`src/rtl/rename_free_list.sv`:
```
// Rename-side free list of physical registers: a DEPTH-entry ring with a speculative
// head for allocation and a committed head that also serves as the write slot for freed registers.
module rename_free_list #(
    parameter int unsigned NUM_PHYS_REG = 64,
    parameter int unsigned NUM_ARCH_REG = 8,
    parameter int unsigned DEPTH        = NUM_PHYS_REG - NUM_ARCH_REG
) (
    input  logic                            clk_i,
    input  logic                            reset_i,
    output logic                            alloc_v_o,
    output logic [$clog2(NUM_PHYS_REG)-1:0] alloc_phys_o,
    input  logic                            alloc_yumi_i,
    input  logic                            rob_rename_valid_i,
    input  logic                            rob_commit_has_dest_i,
    input  logic [$clog2(NUM_PHYS_REG)-1:0] rob_commit_free_phys_i,
    input  logic                            rob_mispredict_i,
    output logic [$clog2(DEPTH+1)-1:0]      free_count_o
);

    localparam int unsigned PW = $clog2(NUM_PHYS_REG);
    localparam int unsigned IW = (DEPTH > 1) ? $clog2(DEPTH) : 1;
    localparam int unsigned CW = $clog2(DEPTH + 1);

    localparam logic [IW-1:0] LAST_IDX  = IW'(DEPTH - 1);
    localparam logic [CW-1:0] DEPTH_CNT = CW'(DEPTH);

    // Ring index increment; DEPTH need not be a power of two.
    function automatic logic [IW-1:0] ring_inc(input logic [IW-1:0] idx);
        return (idx == LAST_IDX) ? '0 : idx + IW'(1);
    endfunction

    logic [PW-1:0] mem_q [DEPTH];
    logic [IW-1:0] spec_head_q,   spec_head_d;
    logic [IW-1:0] commit_head_q, commit_head_d;
    logic [CW-1:0] inflight_q,    inflight_d;

    logic alloc_c;
    logic ret_c;

    assign alloc_v_o    = (inflight_q != DEPTH_CNT);
    assign alloc_phys_o = mem_q[spec_head_q];
    assign free_count_o = DEPTH_CNT - inflight_q;

    // Illegal requests (yumi when empty, retire with nothing in flight) are dropped.
    assign alloc_c = alloc_yumi_i & alloc_v_o & ~rob_mispredict_i;
    assign ret_c   = rob_rename_valid_i & rob_commit_has_dest_i & (inflight_q != '0);

    // Retire lands first; a mispredict then snaps the speculative head onto the updated commit head.
    always_comb begin
        commit_head_d = commit_head_q;
        spec_head_d   = spec_head_q;
        inflight_d    = inflight_q;

        if (ret_c) begin
            commit_head_d = ring_inc(commit_head_q);
        end

        if (rob_mispredict_i) begin
            spec_head_d = commit_head_d;
            inflight_d  = '0;
        end else begin
            if (alloc_c) begin
                spec_head_d = ring_inc(spec_head_q);
            end
            inflight_d = inflight_q + CW'(alloc_c) - CW'(ret_c);
        end
    end

    always_ff @(posedge clk_i or negedge reset_i) begin
        if (!reset_i) begin
            spec_head_q   <= '0;
            commit_head_q <= '0;
            inflight_q    <= '0;
        end else begin
            spec_head_q   <= spec_head_d;
            commit_head_q <= commit_head_d;
            inflight_q    <= inflight_d;
        end
    end

    // The slot at commit_head is free to overwrite: it was allocated and has now retired.
    always_ff @(posedge clk_i or negedge reset_i) begin
        if (!reset_i) begin
            for (int i = 0; i < int'(DEPTH); i++) begin
                mem_q[i] <= PW'(NUM_ARCH_REG + i);
            end
        end else if (ret_c) begin
            mem_q[commit_head_q] <= rob_commit_free_phys_i;
        end
    end

    always_ff @(posedge clk_i) begin
        if (reset_i) begin
            assert (!(alloc_yumi_i && !alloc_v_o))
                else $warning("rename_free_list: yumi with no free register, ignored");
            assert (!(rob_rename_valid_i && rob_commit_has_dest_i && (inflight_q == '0)))
                else $warning("rename_free_list: retire with nothing in flight, ignored");
        end
    end

endmodule
```
`config.mk`:
```
export PLATFORM = sky130hd
export DESIGN_NAME = rename_free_list
export DESIGN_NICKNAME = d
export VERILOG_FILES = /design/src/rtl/rename_free_list.sv
export SDC_FILE = /design/constraint.sdc
export NUM_CORES = 1
export LEC_CHECK = 0
export BUFFER_PORTS_ARGS = -buffer_cell sky130_fd_sc_hd__buf_2
export CORE_UTILIZATION = 40
export CTS_BUF_LIST = sky130_fd_sc_hd__clkbuf_16
export DETAILED_ROUTE_END_ITERATION = 16
export PLACE_DENSITY_LB_ADDON = 0.1
export SETUP_SLACK_MARGIN = 0.5
export SKIP_LAST_GASP = 1
export SLEW_MARGIN = 10
export SYNTH_ARGS = -nofsm -noshare
export SYNTH_HDL_FRONTEND = slang
export SYNTH_SLANG_ARGS = --single-unit
```
`constraint.sdc`:
```
create_clock -name clk_i -period 2.67 [get_ports clk_i]
set_input_delay 0.4005 -clock clk_i [delete_from_list [all_inputs] [get_ports clk_i]]
set_output_delay 0.4005 -clock clk_i [all_outputs]
set_load 0.03 [all_outputs]
```
# Word-level counts from Yosys, hierarchy flattened
# Index checks and enable logic that the tools add are counted.
# op_classes
add_sub_neg	5
order_cmp	3
eq_ne	3
muxes	12
n_bitwise	7
n_reduce_logical	3
# ops
op	count
$bwmux W336	1
$mux W6	9
$bmux W6 S6	1
$demux W6 S6	1
$ge A7 B7 Y1 const B	2
$not A6 Y7	2
$add A6 B1 Y6 const B	2
$eq A6 B6 Y1 const B	2
$lt A7 B1 Y1 const B	1
$add A6 B1 Y6	1
$ne A6 B6 Y1 const B	1
$reduce_bool A6 Y1	1
$sub A6 B1 Y6	1
$sub A6 B6 Y6 const A	1
$and A1 B1 Y1	4
$reduce_bool A2 Y1	1
$logic_and A1 B1 Y1	1
$not A1 Y1	1
# totals
regBits	354
input_bits	12
output_inout_bits	13
elab_cells	92

# Logic depth before layout (Yosys ltp)
# depth
word_depth	6
depth_mapped	15
mapped_depth_nobuf	14

# Worst setup path before layout
# No wires, ideal clock.
# synth_timing
kind	reg-to-reg
start	register inflight_q[1]
end	register inflight_q[4]
setup_time_ns	0.131
t_arrival_ns	2.821
required_ns	2.539
path_slack_ns	-0.282
stages_incl_launch_ff	16
n_path_buf	1
synth_period_minus_slack_ns	2.952
cell_sequence	dfrtp_1 -> inv_1 -> ha_1 -> nand3_1 -> and2_1 -> clkbuf_1 -> nand2b_1 -> ha_1 -> inv_1 -> ha_1 -> fa_1 -> a21oi_1 -> nor2_1 -> nor2_1 -> xor2_1 -> nor2_1
# synth_between
elab_chain_cells	6
elab_cells_between_ends	8
cone_classes	add/sub: 2; eq/ne: 1; mux: 1; bitwise: 3; reduce/logical: 1
# synth_lines
item	line_no	rtl
start: declaration	35	logic [CW-1:0] inflight_q, inflight_d;
start signal: assignment	77	inflight_q <= inflight_d;
$ne A6 B6 Y1	40	assign alloc_v_o = (inflight_q != DEPTH_CNT);
net alloc_v_o	10	output logic alloc_v_o,
$and A1 B1 Y1 (2 in series)	45	assign alloc_c = alloc_yumi_i & alloc_v_o & ~rob_mispredict_i;
$add A6 B1 Y6	65	inflight_d = inflight_q + CW'(alloc_c) - CW'(ret_c);
$sub A6 B1 Y6	65	
$mux W6	58	if (rob_mispredict_i) begin
net inflight_d[4]	35	
# The timed path passes the listed nets, and every way through them passes these cells.
# A chain may end at the register's enable or synchronous reset.

# Worst setup path in the final report
# layout_timing
start	register spec_head_q[0]
end	output port alloc_phys_o[3]
# layout_between
elab_chain_cells	4
# layout_lines
item	line_no	rtl
start: declaration	33	logic [IW-1:0] spec_head_q, spec_head_d;
start signal: assignment	75	spec_head_q <= spec_head_d;
$not A6 Y7 (not written as such)	41	assign alloc_phys_o = mem_q[spec_head_q];
$bmux W6 S6	41	
$mux W6 (not written as such) (2 in series)	41	
end: declaration	11	output logic [$clog2(NUM_PHYS_REG)-1:0] alloc_phys_o,
# Every way passes these cells. The select of a mux whose other input is x is not followed.

==> out/summary.md <==
### Run status
• result of the run: finished, violations left
• violated checks: negative setup slack

### Yosys
• Seq cells post-synth: 354
• Synthesis Warnings: 0
• Top FF cell, synth: sky130_fd_sc_hd__dfstp_2
• Mapped Cells: 1,112
• leading area contributor after synthesis: sky130_fd_sc_hd__dfstp_2
• leading post-synthesis cells by cell area: sky130_fd_sc_hd__dfstp_2 28%, sky130_fd_sc_hd__dfrtp_1 26%, sky130_fd_sc_hd__mux2_2 22%
• synthesized area: 16,900 um2
• Yosys top cell area share: 0.280
• number of flops mapped to enable cells by yosys: 0
• synth unique cells: 48
• mean cell area of the mapped netlist: 15.2 um2
• synthesized net count: 1,141
• proportion of synthesized flip-flops having asynchronous set or reset: 1.00
• portion of the post-synthesis area used by sequential elements: 0.537

### Place
• IO buf count: 24
• final weighted congestion in routability-driven placement: 0.799
• placed cell area: 18,300 um2
• total half-perimeter wirelength after legalization and detailed placement: 27,500 um

### STA
• setup repair after global routing missed its margin: true
• Period minus WS final: 3.36 ns
• smallest hold slack: 0.254 ns
• actual transition at the worst max-transition pin: 0.745 ns
• Max Slew Vio Count: 0
• final setup margin: -0.686 ns
• worst slew slack as a fraction of its limit: 0.503
• portion of the clock cycle consumed by the worst path in the final layout: 1.26
• final-report setup violation count: 6
• Max Clock Freq: 298 MHz
• total negative slack: -3.97 ns
• worst setup skew after layout: 0.0147 ns
• endpoints failing hold: 0

### Die
• vertical die dimension: 208 um
• core footprint: 41,300 um2
• number of core rows: 74
• die outline width: 208 um
• die footprint: 43,100 um2
• Starting Density: 0.409
• I/O pin count: 25

### CTS
• Root Buffer: sky130_fd_sc_hd__clkbuf_16
• clk buf depth: 3
• TritonCTS Buffers: 42
• clock-pin slew of the registers on the worst-case setup and hold paths: 0.06 ns
• Max H-tree Level: 2
• clock network latency to the later pin of the worst-skew pair: 0.56 ns
• CTS tree: done
• total number of clock tree sinks: 354

### Route
• Via density: 5.49
• Starting DRT DRC Count: 530
• DRC violation count after routing: 0
• remaining antenna violation count after routing: 0
• Detailed Route WL: 42,400 um
• number of iterations in the first detailed-routing pass: 4
• average detailed-routed wire length per instance: 23.7 um
• routed via count: 9,814

### Run
• max_cap viols: 0

### Power
• relative contribution of sequential cells to total power: 0.381
• cell area power density: 866 nW/um2
• Max IR drop VDD: 0.596 mV
• P_leak: 0.00895 uW
• Switching Fraction: 0.316
• clock power share: 0.304
• share of total power in combinational logic: 0.315
• switching pwr: 5570 uW
• Internal Pwr Total: 12,100 uW

### Cells and area
• Layout area overhead: 20.5%
• Total Nets Final: 1,251
• fraction of layout cells with a size suffix above 1: 0.716
• fin area: 20,400 um2
• final antenna diode count: 0
• count of filler cells inserted in the layout: 3,548

### Critical path
• most used cell, CP: sky130_fd_sc_hd__mux4_2
• nature of the critical path startpoint: register
• data arrival time of the critical path: 2.96 ns
• count of cells along the worst register-to-register path: 13
• largest fanout on the critical path: 12
• critical path's slowest cell: sky130_fd_sc_hd__mux4_2
• Worst EP required: 2.27 ns
• Critical Path Max Stage Delay: 0.57 ns
• worst-path cell chain: buf_4 -> buf_12 -> mux4_2 -> mux4_2 -> o22ai_1 -> nor2_2 -> buf_2
• nature of the critical path endpoint: primary output
• critical path class: reg -> out

### Global routing
• maximum number of pins on one net before global-route repair: 73
• total routing resource utilization after global routing: 0.203
• first-pass GRT wire length: 65,800 um
• initial antenna violation count: 1
• total congestion overflow: 0
• number of global-route vias before repair: 10,209

### Hold path
• path class of the lowest-slack min-delay path: in -> reg
• hold path depth: 3

==> area by class of cell <==
| cell class | instances | area, um2 | area share |
|---|---|---|---|
| clock buffer | 45 | 1130 | 0.0553 |
| clock inverter | 33 | 159 | 0.00780 |
| inverter | 13 | 53.8 | 0.00264 |
| multi-input combinational | 671 | 7930 | 0.389 |
| sequential | 354 | 9100 | 0.447 |
| tap | 532 | 666 | 0.0327 |
| timing repair buffer | 140 | 1340 | 0.0657 |
==> flip-flops by register name (all words and copies together) (netlist names) <==
signal,count
mem_q,336
commit_head_q,6
inflight_q,6
spec_head_q,6
==> power groups by stage <==
stage               clock (uW)  sequential (uW)  combinational [uW]
detailed placement           0             6780                5040
global placement             0             6790                4980
global route              5720             6810                5950
CTS                       5510             6700                5370
finish                    5370             6720                5550
floorplan                    0             6490                3680
==> final timing paths <==
path                                  start               to  slack (ns)
setup / recovery             spec_head_q[0]  alloc_phys_o[3]       -0.69
hold / removal             rob_mispredict_i    inflight_q[1]        0.25
setup reg to reg              inflight_q[4]    inflight_q[4]        0.25
hold reg to reg                  mem_q[273]       mem_q[273]        0.50
max in group asynchronous           reset_i       mem_q[244]        1.41
min in group asynchronous           reset_i        mem_q[44]        0.40
==> kinds of logic (layout without fill, tap and decap cells) <==
logic type,count (synthesis),count (layout),synth area share
buf+inv,87,231,0.0228
xor+xnor,11,11,0.00570
compound gates,51,51,0.0189
flops,354,354,0.537
mux,452,452,0.362
fa+ha+maj,17,17,0.0130
simple gates,140,140,0.0401
==> timing repair <==
item                                    4_1_cts  5_1_grt
resized for setup                            48       65
hold buffers                                  1        0
endpoints found under the hold margin        16        0
pin swaps                                    12       16
buffers inserted                             21       17
endpoints found under the setup margin      332      271
==> stage by stage <==
step	power (uW)	setup slack, ns	util	std cells
after detailed placement	11800	-0.175	0.443	1671
after global placement	11800	-0.210	0.443	1671
final	17600	-0.686	0.493	1788
after floorplan	10200	0.155	-	1112
after global routing	18500	-0.768	0.493	1788
after CTS	17600	-0.720	0.483	1771
==> critical path: cells and delay by family, from the launching register on <==
family / cells / cell delay (ns)
buffers and inverters: 3 / 0.54
and+or+nand+nor: 1 / 0.09
muxes: 2 / 1.10
DFF: 1 / 0.48
AOI/OAI and AO/OA: 1 / 0.17
==> cell usage after synthesis (all sizes together), types with 3 or more instances <==
library cell  count
inv              13
o22ai             5
mux2i            21
a31oi             3
a21oi            14
mux4             94
xnor2             7
xor2              4
nand3             7
buf              26
nand3b            3
nor3b             3
mux2            337
dfstp           180
nor3              3
and2              6
nand2b            5
nand2            52
clkbuf           48
o21ai            14
nor4              3
a21o              3
nor2b             8
ha               16
nor2             42
dfrtp           174
==> layout by cell type, fill, tap and decap left out, types with 5 or more instances in the layout <==
cell type | netlist | routed
sky130_fd_sc_hd__o21ai_0 | 14 | 12
sky130_fd_sc_hd__nor2_1 | 41 | 31
sky130_fd_sc_hd__nand2_1 | 52 | 16
sky130_fd_sc_hd__buf_2 | 11 | 22
sky130_fd_sc_hd__mux4_2 | 94 | 94
sky130_fd_sc_hd__o22ai_1 | 5 | 5
sky130_fd_sc_hd__clkinv_1 | 0 | 9
sky130_fd_sc_hd__ha_1 | 16 | 7
sky130_fd_sc_hd__buf_12 | 0 | 20
sky130_fd_sc_hd__mux2i_1 | 21 | 19
sky130_fd_sc_hd__clkbuf_16 | 0 | 45
sky130_fd_sc_hd__nor2b_1 | 8 | 7
sky130_fd_sc_hd__buf_6 | 4 | 20
sky130_fd_sc_hd__nand2_4 | 0 | 10
sky130_fd_sc_hd__nor2_2 | 1 | 6
sky130_fd_sc_hd__ha_4 | 0 | 8
sky130_fd_sc_hd__inv_2 | 0 | 6
sky130_fd_sc_hd__dfstp_2 | 180 | 180
sky130_fd_sc_hd__a21oi_1 | 14 | 9
sky130_fd_sc_hd__and2_1 | 6 | 5
sky130_fd_sc_hd__mux2_2 | 337 | 335
sky130_fd_sc_hd__inv_1 | 13 | 23
sky130_fd_sc_hd__a21oi_2 | 0 | 5
sky130_fd_sc_hd__nand2_8 | 0 | 5
sky130_fd_sc_hd__nand2_2 | 0 | 21
sky130_fd_sc_hd__nor2_4 | 0 | 5
sky130_fd_sc_hd__dfrtp_1 | 174 | 168
sky130_fd_sc_hd__xnor2_1 | 7 | 7
sky130_fd_sc_hd__buf_4 | 4 | 75
==> routing by layer <==
metal / vias up / wire, um / track usage
met3: 57 / 1560 / 0.0343
met4: 2 / 776 / 0.0530
met5: - / 13 / 0
met2: 146 / 19400 / 0.307
met1: 5265 / 20600 / 0.301
li1: 4344 / - / -
Power figures use the tool's default switching activity.
